--- config.mk ---
export PLATFORM = sky130hd
export DESIGN_NAME = hazard_ctrl
export DESIGN_NICKNAME = d
export VERILOG_FILES = /design/src/rtl/hazard_pkg.sv /design/src/rtl/md_busy_timer.sv /design/src/rtl/hazard_ctrl.sv
export SDC_FILE = /design/constraint.sdc
export NUM_CORES = 1
export LEC_CHECK = 0
export BUFFER_PORTS_ARGS = -buffer_cell sky130_fd_sc_hd__buf_4
export CAP_MARGIN = 30
export CORE_MARGIN = 10
export CORE_UTILIZATION = 36
export CTS_CLUSTER_SIZE = 14
export DETAILED_ROUTE_END_ITERATION = 6
export GPL_ROUTABILITY_DRIVEN = 0
export GPL_TIMING_DRIVEN = 0
export PLACE_DENSITY = 0.78
export SKIP_LAST_GASP = 1
export SLEW_MARGIN = 0
export SYNTH_ARGS = -nofsm -noshare
export SYNTH_HDL_FRONTEND = slang
export SYNTH_SLANG_ARGS = --single-unit
--- constraint.sdc ---
create_clock -name clk -period 1.1 [get_ports clk]
set_input_delay 0 -clock clk [delete_from_list [all_inputs] [get_ports clk]]
set_output_delay 0 -clock clk [all_outputs]
set_load 0.01 [all_outputs]
--- src/rtl/hazard_pkg.sv ---
// Shared widths, constants and MD FSM encoding for the hazard controller.
package hazard_pkg;

   localparam int TWIDTH = 2;
   localparam logic [TWIDTH-1:0] TUSE_UNUSED = 2'd3;
   localparam int CNT_W = 4;

   typedef enum logic {
      MD_IDLE = 1'b0,
      MD_BUSY = 1'b1
   } md_state_e;

endpackage

--- src/rtl/md_busy_timer.sv ---
// Multiply/divide busy timer: loads the operation latency on start and counts down.
// MULT_LAT and DIV_LAT must both lie in 1..15 to fit the counter.
module md_busy_timer
   import hazard_pkg::*;
#(
   parameter int MULT_LAT = 5,
   parameter int DIV_LAT  = 10
) (
   input  logic clk,
   input  logic reset,
   input  logic start_i,
   input  logic div_i,
   output logic busy_o
);

   localparam logic [CNT_W-1:0] MULT_CNT = CNT_W'(MULT_LAT);
   localparam logic [CNT_W-1:0] DIV_CNT  = CNT_W'(DIV_LAT);

   md_state_e        state_q, state_d;
   logic [CNT_W-1:0] cnt_q, cnt_d;

   always_ff @(posedge clk) begin
      if (reset) begin
         state_q <= MD_IDLE;
         cnt_q   <= '0;
      end else begin
         state_q <= state_d;
         cnt_q   <= cnt_d;
      end
   end

   // A start arriving while already busy is dropped; the running operation owns the unit.
   always_comb begin
      state_d = state_q;
      cnt_d   = cnt_q;
      case (state_q)
         MD_IDLE: begin
            if (start_i) begin
               state_d = MD_BUSY;
               cnt_d   = div_i ? DIV_CNT : MULT_CNT;
            end
         end
         MD_BUSY: begin
            if (cnt_q == CNT_W'(1)) begin
               state_d = MD_IDLE;
               cnt_d   = '0;
            end else begin
               cnt_d = cnt_q - CNT_W'(1);
            end
         end
         default: begin
            state_d = MD_IDLE;
            cnt_d   = '0;
         end
      endcase
   end

   assign busy_o = (state_q == MD_BUSY);

endmodule

--- src/rtl/hazard_ctrl.sv ---
// Pipeline hazard controller: Tuse/Tnew data-hazard stalls plus MD-unit stalls.
// Optional macro HAZARD_PERF_EN adds a saturating stalled-cycle counter.
module hazard_ctrl
   import hazard_pkg::*;
#(
   parameter int MULT_LAT = 5,
   parameter int DIV_LAT  = 10
) (
   input  logic              clk,
   input  logic              reset,
   input  logic [4:0]        d_rs_addr,
   input  logic [4:0]        d_rt_addr,
   input  logic [TWIDTH-1:0] d_rs_tuse,
   input  logic [TWIDTH-1:0] d_rt_tuse,
   input  logic [4:0]        e_wr_addr,
   input  logic [4:0]        m_wr_addr,
   input  logic [TWIDTH-1:0] e_tnew,
   input  logic [TWIDTH-1:0] m_tnew,
   input  logic              d_is_md,
   input  logic              e_md_start,
   input  logic              e_md_div,
   output logic              pc_freeze,
   output logic              d_en,
   output logic              e_flush,
   output logic              md_busy,
   output logic [31:0]       stall_cnt
);

   logic rs_e_hz, rt_e_hz, rs_m_hz, rt_m_hz;
   logic stall_md, stall;

   md_busy_timer #(
      .MULT_LAT(MULT_LAT),
      .DIV_LAT (DIV_LAT)
   ) u_md_timer (
      .clk    (clk),
      .reset  (reset),
      .start_i(e_md_start),
      .div_i  (e_md_div),
      .busy_o (md_busy)
   );

   // r0 never carries a dependency, so a zero source address cannot match a producer.
   assign rs_e_hz = (d_rs_addr != 5'd0) && (d_rs_addr == e_wr_addr) && (d_rs_tuse < e_tnew);
   assign rt_e_hz = (d_rt_addr != 5'd0) && (d_rt_addr == e_wr_addr) && (d_rt_tuse < e_tnew);
   assign rs_m_hz = (d_rs_addr != 5'd0) && (d_rs_addr == m_wr_addr) && (d_rs_tuse < m_tnew);
   assign rt_m_hz = (d_rt_addr != 5'd0) && (d_rt_addr == m_wr_addr) && (d_rt_tuse < m_tnew);

   assign stall_md = d_is_md && (md_busy || e_md_start);
   assign stall    = rs_e_hz || rt_e_hz || rs_m_hz || rt_m_hz || stall_md;

   assign pc_freeze = stall;
   assign d_en      = !stall;
   assign e_flush   = stall;

`ifdef HAZARD_PERF_EN
   logic [31:0] stall_cnt_q, stall_cnt_d;

   always_comb begin
      stall_cnt_d = stall_cnt_q;
      if (stall && (stall_cnt_q != 32'hFFFF_FFFF)) begin
         stall_cnt_d = stall_cnt_q + 32'd1;
      end
   end

   always_ff @(posedge clk) begin
      if (reset) begin
         stall_cnt_q <= '0;
      end else begin
         stall_cnt_q <= stall_cnt_d;
      end
   end

   assign stall_cnt = stall_cnt_q;
`else
   assign stall_cnt = '0;
`endif

endmodule
==> results.toml <==
[drt]
vias_per_cell = 4.184
drt-initial-drc-count = 34
wl_per_cell_um = 12.90
num_vias = 908
firstDrtPassIters = 4
drtAntennaViolNets = 0
wl_mm = 2.800
post-route-drc-count = 0

[floorplan]
num_rows = 18
io_pins = 69
dieArea_um2 = 4937
core_area_um2 = 2455
die_h_um = 70.27
start_util_pct = 37.05
die_x_um = 70.27

[timing]
rsz0062_at_grt = "true"
max_freq_mhz = 811.7
finalHoldViolCount = 0
postLayoutSetupSlackWorst_ns = -0.1319
period_share_pct = 112.0
setup_violations = 5
slew_violations = 0
clock_skew_ns = 0.002738
period_needed_ns = 1.232
whs_ns = 0.1298

[power_and_ir_drop]
power_density_nw_per_um2 = 702.0
p_leak_nw = 0.7499
ir_worst_vdd_mv = 0.4773
p_total_mw = 1.057

[grt]
antenna_found_initial = 0
grt_pass1_vias = 976
grt-ovfl-total = 0
grtUsageTotal_pct = 10.46
grt_pass1_wl_mm = 4.353
grt_max_degree = 13

[clocking]
clock-sinks = 5
cts_tree = "yes"
cts-root-buf = "clkbuf_4"
cts_buffers = 3
clkTransAtPathRegs_ns = 0.05
clock_path_buffers = 2
insertion_delay_ns = 0.24
htree_levels = 1

[finish]
area_growth_syn_to_layout_pct = 65.61
regArea_um2 = 102.6
layout_common_cells = "63 x buf_4, 32 x conb_1, 10 x xnor2_1, 10 x xor2_1, 8 x nor2_1"
multi_input_area_um2 = 747.0
final_cells = 217
drive_gt1_share_pct = 49.20
nFillCells = 238
nNetsFinal = 227
finalInstanceArea_um2 = 1506
num_antenna_cells = 0
layout_commonest_cell = "buf_4"

[worst_setup_path]
rr_worst_depth = 4
crit_arrival_ns = 1.39
crit_path_cell_trace = "or3_4 > nor3_2 > a21oi_1 > a211oi_1"
crit_type = "reg -> reg"
worstPathMaxFanout = 4
worstSetupEndpointType = "flip-flop"
crit_path_top_delay_cell = "or3_4"
rrSetupSlack_ns = -0.13
cp_slowest_stage_delay_ns = 0.37
start_kind = "flip-flop"
critPathRequiredTime_ns = 1.26

[synth]
synthTopCellsByArea = "buf_4 27%, dfxtp_1 11%, xnor2_1 9.6%"
seq_area_frac_synth_pct = 11.00
synth_area_um2 = 909.6
ys_seq_elements = 5
synth_top_area_share_pct = 27.24
yosys.area.top_type = "buf_4"
syn_inst = 115
syn_area_per_cell_um2 = 7.910
synth.distinct_cells = 26
yosys_warnings = 0

[worst_hold_path]
hold_path_depth = 3
min_path_type = "in -> reg"

[place]
post-place-ws_ns = -0.2409
io_buffer_count = 36
post-dp-hpwl_mm = 2.462
dp.cells = 212
place_area_um2 = 1373

[job]
max_cap_viol_count = 0

[outcome]
violations = "setup timing"
status = "finished with violations"
[cell type report]
type                    instances  area share [%]
clock buffers                   4           1.744
flip-flops and latches          5           6.811
repair buffers                 38           20.85
multi-input cells             101           49.58
plain buffers                  33           16.69
inverters                       6           1.827
well taps                      30           2.492
[registers in the layout (all words and copies together), names as in the netlist]
name	count
u_md_timer.cnt_q	4
u_md_timer.busy_o	1
[critical path: cells and delay by family (launching register included)]
kind               cells  cell delay [ns]
AOI/OAI and AO/OA      2             0.28
and+or+nand+nor        2             0.53
DFF                    1             0.33
[report_power, final]
group          leakage, nW  total [mW]  switching [mW]  internal [mW]
sequential          0.0421       0.229          0.0260          0.203
combinational        0.693       0.611           0.274          0.337
clock               0.0150       0.217          0.0800          0.137
[synth_stat cells, drive strengths merged]
| cell | n |
|---|---|
| nor2 | 8 |
| or3 | 1 |
| nor3 | 4 |
| nand2b | 2 |
| conb | 1 |
| nor4 | 2 |
| a21oi | 3 |
| nand3 | 1 |
| ha | 6 |
| dfxtp | 5 |
| or4 | 2 |
| o2bb2ai | 2 |
| a2111oi | 2 |
| a22oi | 1 |
| inv | 6 |
| a311oi | 1 |
| and3 | 1 |
| a211oi | 4 |
| nand4 | 4 |
| nor2b | 2 |
| buf | 33 |
| o21ai | 3 |
| xor2 | 10 |
| clkbuf | 1 |
| xnor2 | 10 |
[what timing repair did]
| action | CTS | global route |
|---|---|---|
| hold buffers | 1 | 0 |
| setup buffers | 0 | 1 |
| hold endpoints to repair | 5 | 0 |
| pin swaps | 8 | 8 |
| endpoints found under the setup margin | 6 | 5 |
| resized for setup | 17 | 7 |
[cell families (layout without fill, tap and decap cells)]
logic type	count (synthesis)	after routing	synth area share [%]
simple gates	27	27	15.95
fa+ha+maj	6	6	8.253
compound gates	16	16	14.99
other cells	1	32	0.4123
flops	5	5	11.00
buf+inv	40	81	30.12
xor+xnor	20	20	19.26
[layer usage]
| metal | vias up | share of wire (%) | global-route usage, % |
|---|---|---|---|
| met5 | - | 0 | 0 |
| met4 | 0 | 1.4 | 3.947 |
| met3 | 4 | 11 | 4.944 |
| met2 | 49 | 48 | 17.76 |
| met1 | 380 | 40 | 10.86 |
| li1 | 475 | - | - |
[worst paths after layout]
path / from / end
min: e_md_start / u_md_timer.busy_o
max reg2reg: u_md_timer.cnt_q[0] / u_md_timer.cnt_q[3]
max: u_md_timer.cnt_q[0] / u_md_timer.cnt_q[3]
min reg2reg: u_md_timer.cnt_q[2] / u_md_timer.cnt_q[2]
[through the flow]
step | TNS (ns) | utilization, %
6_report | -0.4427 | 61.37
5_1_grt | -0.7717 | 61.37
4_1_cts | -0.3655 | 59.68
3_5_place_dp | -0.7684 | 55.91
3_3_place_gp | -0.6398 | 55.91
2_1_floorplan | -0.02737 | -
(Power assumes the default switching activity.)
